$ cat src/rtl/keypad_scanner_db.sv
// keypad_scanner_db: one-cold column scanner with press/release debounce,
// optional auto-repeat and a single-entry valid/ready event register.
// Ports: clk, nRst (async, active low), enable (gates tick and FSM);
//   read_row (async row sense) in, scan_col (one-cold drive) out;
//   key_valid/key_ready handshake carrying key_code, key_row, key_col
//   and key_repeat; key_held (key accepted, not yet released);
//   overrun (one-cycle pulse when an event is dropped).
module keypad_scanner_db #(
  parameter  int ROWS         = 4,
  parameter  int COLS         = 4,
  parameter  int SCAN_DIV     = 100000,
  parameter  int DEBOUNCE     = 4,
  parameter  int REPEAT_TICKS = 0,
  localparam int RW = (ROWS > 1) ? $clog2(ROWS) : 1,
  localparam int CW = (COLS > 1) ? $clog2(COLS) : 1
) (
  input  logic                 clk,
  input  logic                 nRst,
  input  logic                 enable,
  input  logic [ROWS-1:0]      read_row,
  output logic [COLS-1:0]      scan_col,
  output logic                 key_valid,
  input  logic                 key_ready,
  output logic [ROWS+COLS-1:0] key_code,
  output logic [RW-1:0]        key_row,
  output logic [CW-1:0]        key_col,
  output logic                 key_repeat,
  output logic                 key_held,
  output logic                 overrun
);

  localparam int TW  = $clog2(SCAN_DIV);
  localparam int DBW = $clog2(DEBOUNCE + 1);
  localparam int RPW =
    (REPEAT_TICKS > 0) ? $clog2(REPEAT_TICKS + 1) : 1;

  typedef enum logic [1:0] {
    S_SCAN,
    S_DEB,
    S_PRESSED,
    S_RELEASE
  } state_t;

  state_t               r_state, w_state_n;
  logic [ROWS-1:0]      r_sync1, r_sync2;
  logic [ROWS-1:0]      r_cap_row, w_cap_n, w_evt_row;
  logic [TW-1:0]        r_cnt;
  logic [CW-1:0]        r_ptr, w_ptr_n, w_ptr_inc;
  logic [COLS-1:0]      r_scan;
  logic [DBW-1:0]       r_deb, w_deb_n;
  logic [DBW-1:0]       r_rel, w_rel_n;
  logic [RPW-1:0]       r_rep, w_rep_n;
  logic                 w_tick, w_onehot, w_xfer;
  logic                 w_emit, w_emit_rep;
  logic [RW-1:0]        w_evt_idx;
  logic                 r_valid, r_repeat, r_ovr;
  logic [ROWS+COLS-1:0] r_code;
  logic [RW-1:0]        r_row;
  logic [CW-1:0]        r_col;

  assign w_tick =
    enable && (r_cnt == TW'(SCAN_DIV - 1));
  assign w_onehot = (r_sync2 != '0) &&
    ((r_sync2 & (r_sync2 - 1'b1)) == '0);
  assign w_ptr_inc = (r_ptr == CW'(COLS - 1)) ?
    '0 : r_ptr + 1'b1;
  assign w_xfer = r_valid && key_ready;

  always_comb begin
    w_state_n  = r_state;
    w_ptr_n    = r_ptr;
    w_cap_n    = r_cap_row;
    w_deb_n    = r_deb;
    w_rel_n    = r_rel;
    w_rep_n    = r_rep;
    w_emit     = 1'b0;
    w_emit_rep = 1'b0;
    w_evt_row  = r_cap_row;
    if (w_tick) begin
      unique case (r_state)
        S_SCAN: begin
          // All-ones drive means no column was driven yet, so the
          // rows carry no information on this tick.
          if (!(&r_scan)) begin
            if (w_onehot) begin
              w_cap_n = r_sync2;
              w_deb_n = DBW'(1);
              if (DEBOUNCE == 1) begin
                w_emit    = 1'b1;
                w_evt_row = r_sync2;
                w_rel_n   = '0;
                w_rep_n   = '0;
                w_state_n = S_PRESSED;
              end else begin
                w_state_n = S_DEB;
              end
            end else begin
              w_ptr_n = w_ptr_inc;
            end
          end
        end
        S_DEB: begin
          if (r_sync2 == r_cap_row) begin
            w_deb_n = r_deb + 1'b1;
            if (w_deb_n == DBW'(DEBOUNCE)) begin
              w_emit    = 1'b1;
              w_rel_n   = '0;
              w_rep_n   = '0;
              w_state_n = S_PRESSED;
            end
          end else begin
            w_state_n = S_SCAN;
          end
        end
        S_PRESSED: begin
          w_rel_n = (r_sync2 == '0) ?
            r_rel + 1'b1 : '0;
          if (w_rel_n == DBW'(DEBOUNCE)) begin
            w_state_n = S_RELEASE;
          end
          if (REPEAT_TICKS > 0 &&
              r_sync2 == r_cap_row) begin
            w_rep_n = r_rep + 1'b1;
            if (w_rep_n == RPW'(REPEAT_TICKS)) begin
              w_emit     = 1'b1;
              w_emit_rep = 1'b1;
              w_rep_n    = '0;
            end
          end
        end
        S_RELEASE: begin
          w_ptr_n   = w_ptr_inc;
          w_state_n = S_SCAN;
        end
        default: w_state_n = S_SCAN;
      endcase
    end
  end

  always_comb begin
    w_evt_idx = '0;
    for (int i = 0; i < ROWS; i++) begin
      if (w_evt_row[i]) w_evt_idx = RW'(i);
    end
  end

  always_ff @(posedge clk or negedge nRst) begin
    if (!nRst) begin
      r_sync1 <= '0;
      r_sync2 <= '0;
    end else begin
      r_sync1 <= read_row;
      r_sync2 <= r_sync1;
    end
  end

  always_ff @(posedge clk or negedge nRst) begin
    if (!nRst) begin
      r_cnt <= '0;
    end else if (enable) begin
      r_cnt <= w_tick ? '0 : r_cnt + 1'b1;
    end
  end

  always_ff @(posedge clk or negedge nRst) begin
    if (!nRst) begin
      r_state   <= S_SCAN;
      r_ptr     <= '0;
      r_scan    <= '1;
      r_cap_row <= '0;
      r_deb     <= '0;
      r_rel     <= '0;
      r_rep     <= '0;
    end else if (w_tick) begin
      r_state   <= w_state_n;
      r_ptr     <= w_ptr_n;
      r_scan    <= ~(COLS'(1) << w_ptr_n);
      r_cap_row <= w_cap_n;
      r_deb     <= w_deb_n;
      r_rel     <= w_rel_n;
      r_rep     <= w_rep_n;
    end
  end

  // A new event loads when the register is empty or being drained
  // this cycle; otherwise it is dropped and flagged.
  always_ff @(posedge clk or negedge nRst) begin
    if (!nRst) begin
      r_valid  <= 1'b0;
      r_code   <= '0;
      r_row    <= '0;
      r_col    <= '0;
      r_repeat <= 1'b0;
      r_ovr    <= 1'b0;
    end else begin
      r_ovr <= 1'b0;
      if (w_emit && (!r_valid || key_ready)) begin
        r_valid  <= 1'b1;
        r_code   <= {w_evt_row, COLS'(1) << r_ptr};
        r_row    <= w_evt_idx;
        r_col    <= r_ptr;
        r_repeat <= w_emit_rep;
      end else if (w_emit) begin
        r_ovr <= 1'b1;
      end else if (w_xfer) begin
        r_valid <= 1'b0;
      end
    end
  end

  assign scan_col   = r_scan;
  assign key_valid  = r_valid;
  assign key_code   = r_code;
  assign key_row    = r_row;
  assign key_col    = r_col;
  assign key_repeat = r_repeat;
  assign key_held   = (r_state == S_PRESSED);
  assign overrun    = r_ovr;

endmodule

$ cat config.mk
export PLATFORM = sky130hd
export DESIGN_NAME = keypad_scanner_db
export DESIGN_NICKNAME = d
export VERILOG_FILES = /design/src/rtl/keypad_scanner_db.sv
export SDC_FILE = /design/constraint.sdc
export NUM_CORES = 1
export LEC_CHECK = 0
export ABC_AREA = 1
export CORE_AREA = 2 2 83 85
export CTS_BUF_LIST = sky130_fd_sc_hd__clkbuf_8
export CTS_CLUSTER_SIZE = 20
export DETAILED_ROUTE_END_ITERATION = 10
export DIE_AREA = 0 0 85 87
export GPL_TIMING_DRIVEN = 1
export PLACE_DENSITY = 0.78
export SYNTH_ARGS = -nofsm -noshare
export SYNTH_HDL_FRONTEND = slang
export SYNTH_SLANG_ARGS = --single-unit
$ cat constraint.sdc
create_clock -name clk -period 1.9 [get_ports clk]
set_clock_uncertainty 0.15 [all_clocks]
set_input_delay 0.38 -clock clk [delete_from_list [all_inputs] [get_ports clk]]
set_output_delay 0.38 -clock clk [all_outputs]
set_load 0.03 [all_outputs]
==> out/metrics.csv <==
metric,value,unit
netlist_instances,380,
ios,28,
num_vias,2670,
reg2reg_slack,60,ps
end_kind,output port,
setup_violations,0,
grt_pass1_wl,11.1,mm
synth_edf_count,0,
power,3130,µW
p_per_area,769,nW/µm²
root_buffer,clkbuf_8,
synth_common_cells,"nand2_1 (115), dfrtp_1 (53), inv_1 (47), nor2_1 (35), nand3_1 (20)",
via_per_inst,5.05,
critPathArrivalTime,1320,ps
synth_warnings,0,
io_buffers,26,
gr-usage-met3,0.0427,
cts_inserted_buffers,9,
crit_path_top_delay_cell,clkdlybuf4s50_1,
nets,464,
dieArea,7400,µm²
synth_flop_cell,dfrtp_1,
syn-mean-instance-area,8.23,µm²
dieWidth,85,µm
slowest_delay,660,ps
path_buf_inv,1,
finalCritPeriodShare,0.974,
internal_power,2240,µW
gr-max-usage-layer,met2,
fin_util,0.620,
dpl.hpwl,4.67,mm
synth_area_leader_cell,dfrtp_1,
crit_start,overrun$_DFF_PN0_,
gp_congestion,0.849,
hold_start,r_sync1[1]$_DFF_PN0_,
slew_violations,0,
antenna_found_initial,0,
dieHeight,87,µm
clk_path_buf_depth,2,
final_cells,529,
critPathKind,reg -> out,
seqPwrFrac,0.456,
sw_frac_of_total,0.286,
grt_pass1_vias,2543,
ir_drop,0.753,mV
synth_cell_types,39,
initial_core_util,0.476,
htreeDepth,3,
cts_tree,built,
syn_area,3130,µm²
hold_class,reg -> reg,
ys_ff_latch,57,
post-route-min-period,1850,ps
grt_remaining_overflow,0,
diodes,0,
use_met2,0.332,
total_leakage_power,0.00215,µW
cap_violations,0,
clk_pin_slew,70,ps
synth_area_leaders,"dfrtp_1 (42%), nand2_1 (14%), inv_1 (5.6%), ha_1 (4.8%), nor2_1 (4.2%)",
fp.coreArea,6570,µm²
cp_max_fo,1,
rsz0062_at_grt,true,
p_clk_frac,0.391,
yosysMostFrequentCell,nand2_1,
track_usage,0.188,
drc,0,
area_growth,30.3,%
drive_gt1_frac,0.245,
placed_cell_area,3620,µm²
clock_latency,340,ps
r2r_start,r_cnt[11]$_DFFE_PN0P_,
grtUsageMet1,0.219,
max_freq,540,MHz
critical_path.top_delay_family,buffers and inverters,
ant_nets,0,
startpoint_type,flip-flop,
yosysSeqAreaShare,0.458,
routed_wl,6.83,mm
grt_max_degree,58,
synth_top_area_frac,0.424,
wire_per_inst,12.9,µm
status,"finished, final reports clean",
num_rows,30,
cp.required,1370,ps
stdcell_area,4070,µm²
drt-pass1-iter-count,4,
power_frac_comb,0.154,
clock_sinks,57,
p_switching,895,µW
placed_cells,503,
hold_violations,0,
synthArstFlopShare,1.00,
syn_nets,400,
drtIter0Drc,127,
crit_path_cell_trace,clkdlybuf4s50_1,
hold_ws,201,ps
[kinds of logic (layout without fill, tap and decap cells)]
group	count (synthesis)	count (layout)	synth area share
and+or+nand+nor	215	217	0.327
buffers and inverters	59	126	0.0848
DFF	57	57	0.458
AOI/OAI and AO/OA	27	27	0.0564
adders and majority gates	12	12	0.0480
xor gates and xnor gates	9	9	0.0252
other	1	1	0.00120
[layer usage]
metal	vias up	routed length (µm)
met5	-	0
met4	0	116
met3	13	289
met2	63	3520
met1	1271	2900
li1	1323	-
[power groups by stage]
stage	Combinational (µW)	Clock, µW	Sequential [µW]
floorplan	319	0	1420
global placement	427	0	1440
detailed placement	440	0	1440
CTS	445	1240	1430
global route	538	1300	1440
finish	481	1220	1430
[layout by cell type, fill, tap and decap left out, types with 2 or more instances in the layout]
master and n:
nand2_1 106, dfrtp_1 51, inv_1 46, nor2_1 32, buf_4 26, nand3_1 18, nand2_2 14, nand4_1 12
dlygate4sd2_1 11, ha_1 10, o21ai_1 9, clkbuf_8 9, xor2_1 8, nor2_4 8, a21oi_1 7, dlymetal6s2s_1 7
clkdlybuf4s50_1 6, nor2_2 5, nor3_1 5, inv_2 4, nand3_2 4, clkinv_2 4, o21ai_2 4, o21ai_0 4
buf_12 4, dfstp_2 4, nand3_4 3, bufinv_16 2, buf_6 2, dfrtp_2 2
[worst paths after layout]
| check | to | cells past startpoint |
|---|---|---|
| worst max-delay path | overrun | 1 |
| worst min-delay path | r_sync2[1]$_DFF_PN0_ | 0 |
| worst max register to register | key_code[4]$_DFFE_PN0P_ | 10 |
| worst min register to register | r_sync2[1]$_DFF_PN0_ | 0 |
| max in group asynchronous | scan_col[0]$_DFFE_PN1P_ | 3 |
| min in group asynchronous | key_code[3]$_DFFE_PN0P_ | 3 |
[registers in the layout, summed over array words and instances (netlist names), named ones only]
| name | cells |
|---|---|
| r_cnt | 17 |
| key_code | 8 |
| r_cap_row | 4 |
| r_sync1 | 4 |
| r_sync2 | 4 |
| scan_col | 4 |
| r_deb | 3 |
| r_rel | 3 |
| key_col | 2 |
| key_row | 2 |
| r_ptr | 2 |
| key_valid | 1 |
| overrun | 1 |
| r_state | 1 |
[through the flow]
| step | setup TNS (ps) | setup WS [ps] |
|---|---|---|
| floorplan | 0 | 189 |
| global placement | -7340 | -254 |
| detailed placement | -7960 | -270 |
| CTS | 0 | 0.175 |
| global route | -583 | -71.6 |
| finish | 0 | 48.5 |
[final cells by class]
cell class,instances,area (µm²)
clock inverter,7,86.3
sequential,57,1430
inverter,52,211
clock buffer,9,124
tap,80,100
fill,530,2500
timing repair buffer,58,557
multi-input combinational,266,1560
[repair_timing]
action,in CTS,in global routing
setup endpoints to repair,13,41
resized for setup,14,44
endpoints found under the hold margin,53,0
setup buffers,0,7
pin swaps,0,22
cloned,0,2
hold buffers,1,0
No activity file was read; power rests on OpenSTA's default activity.
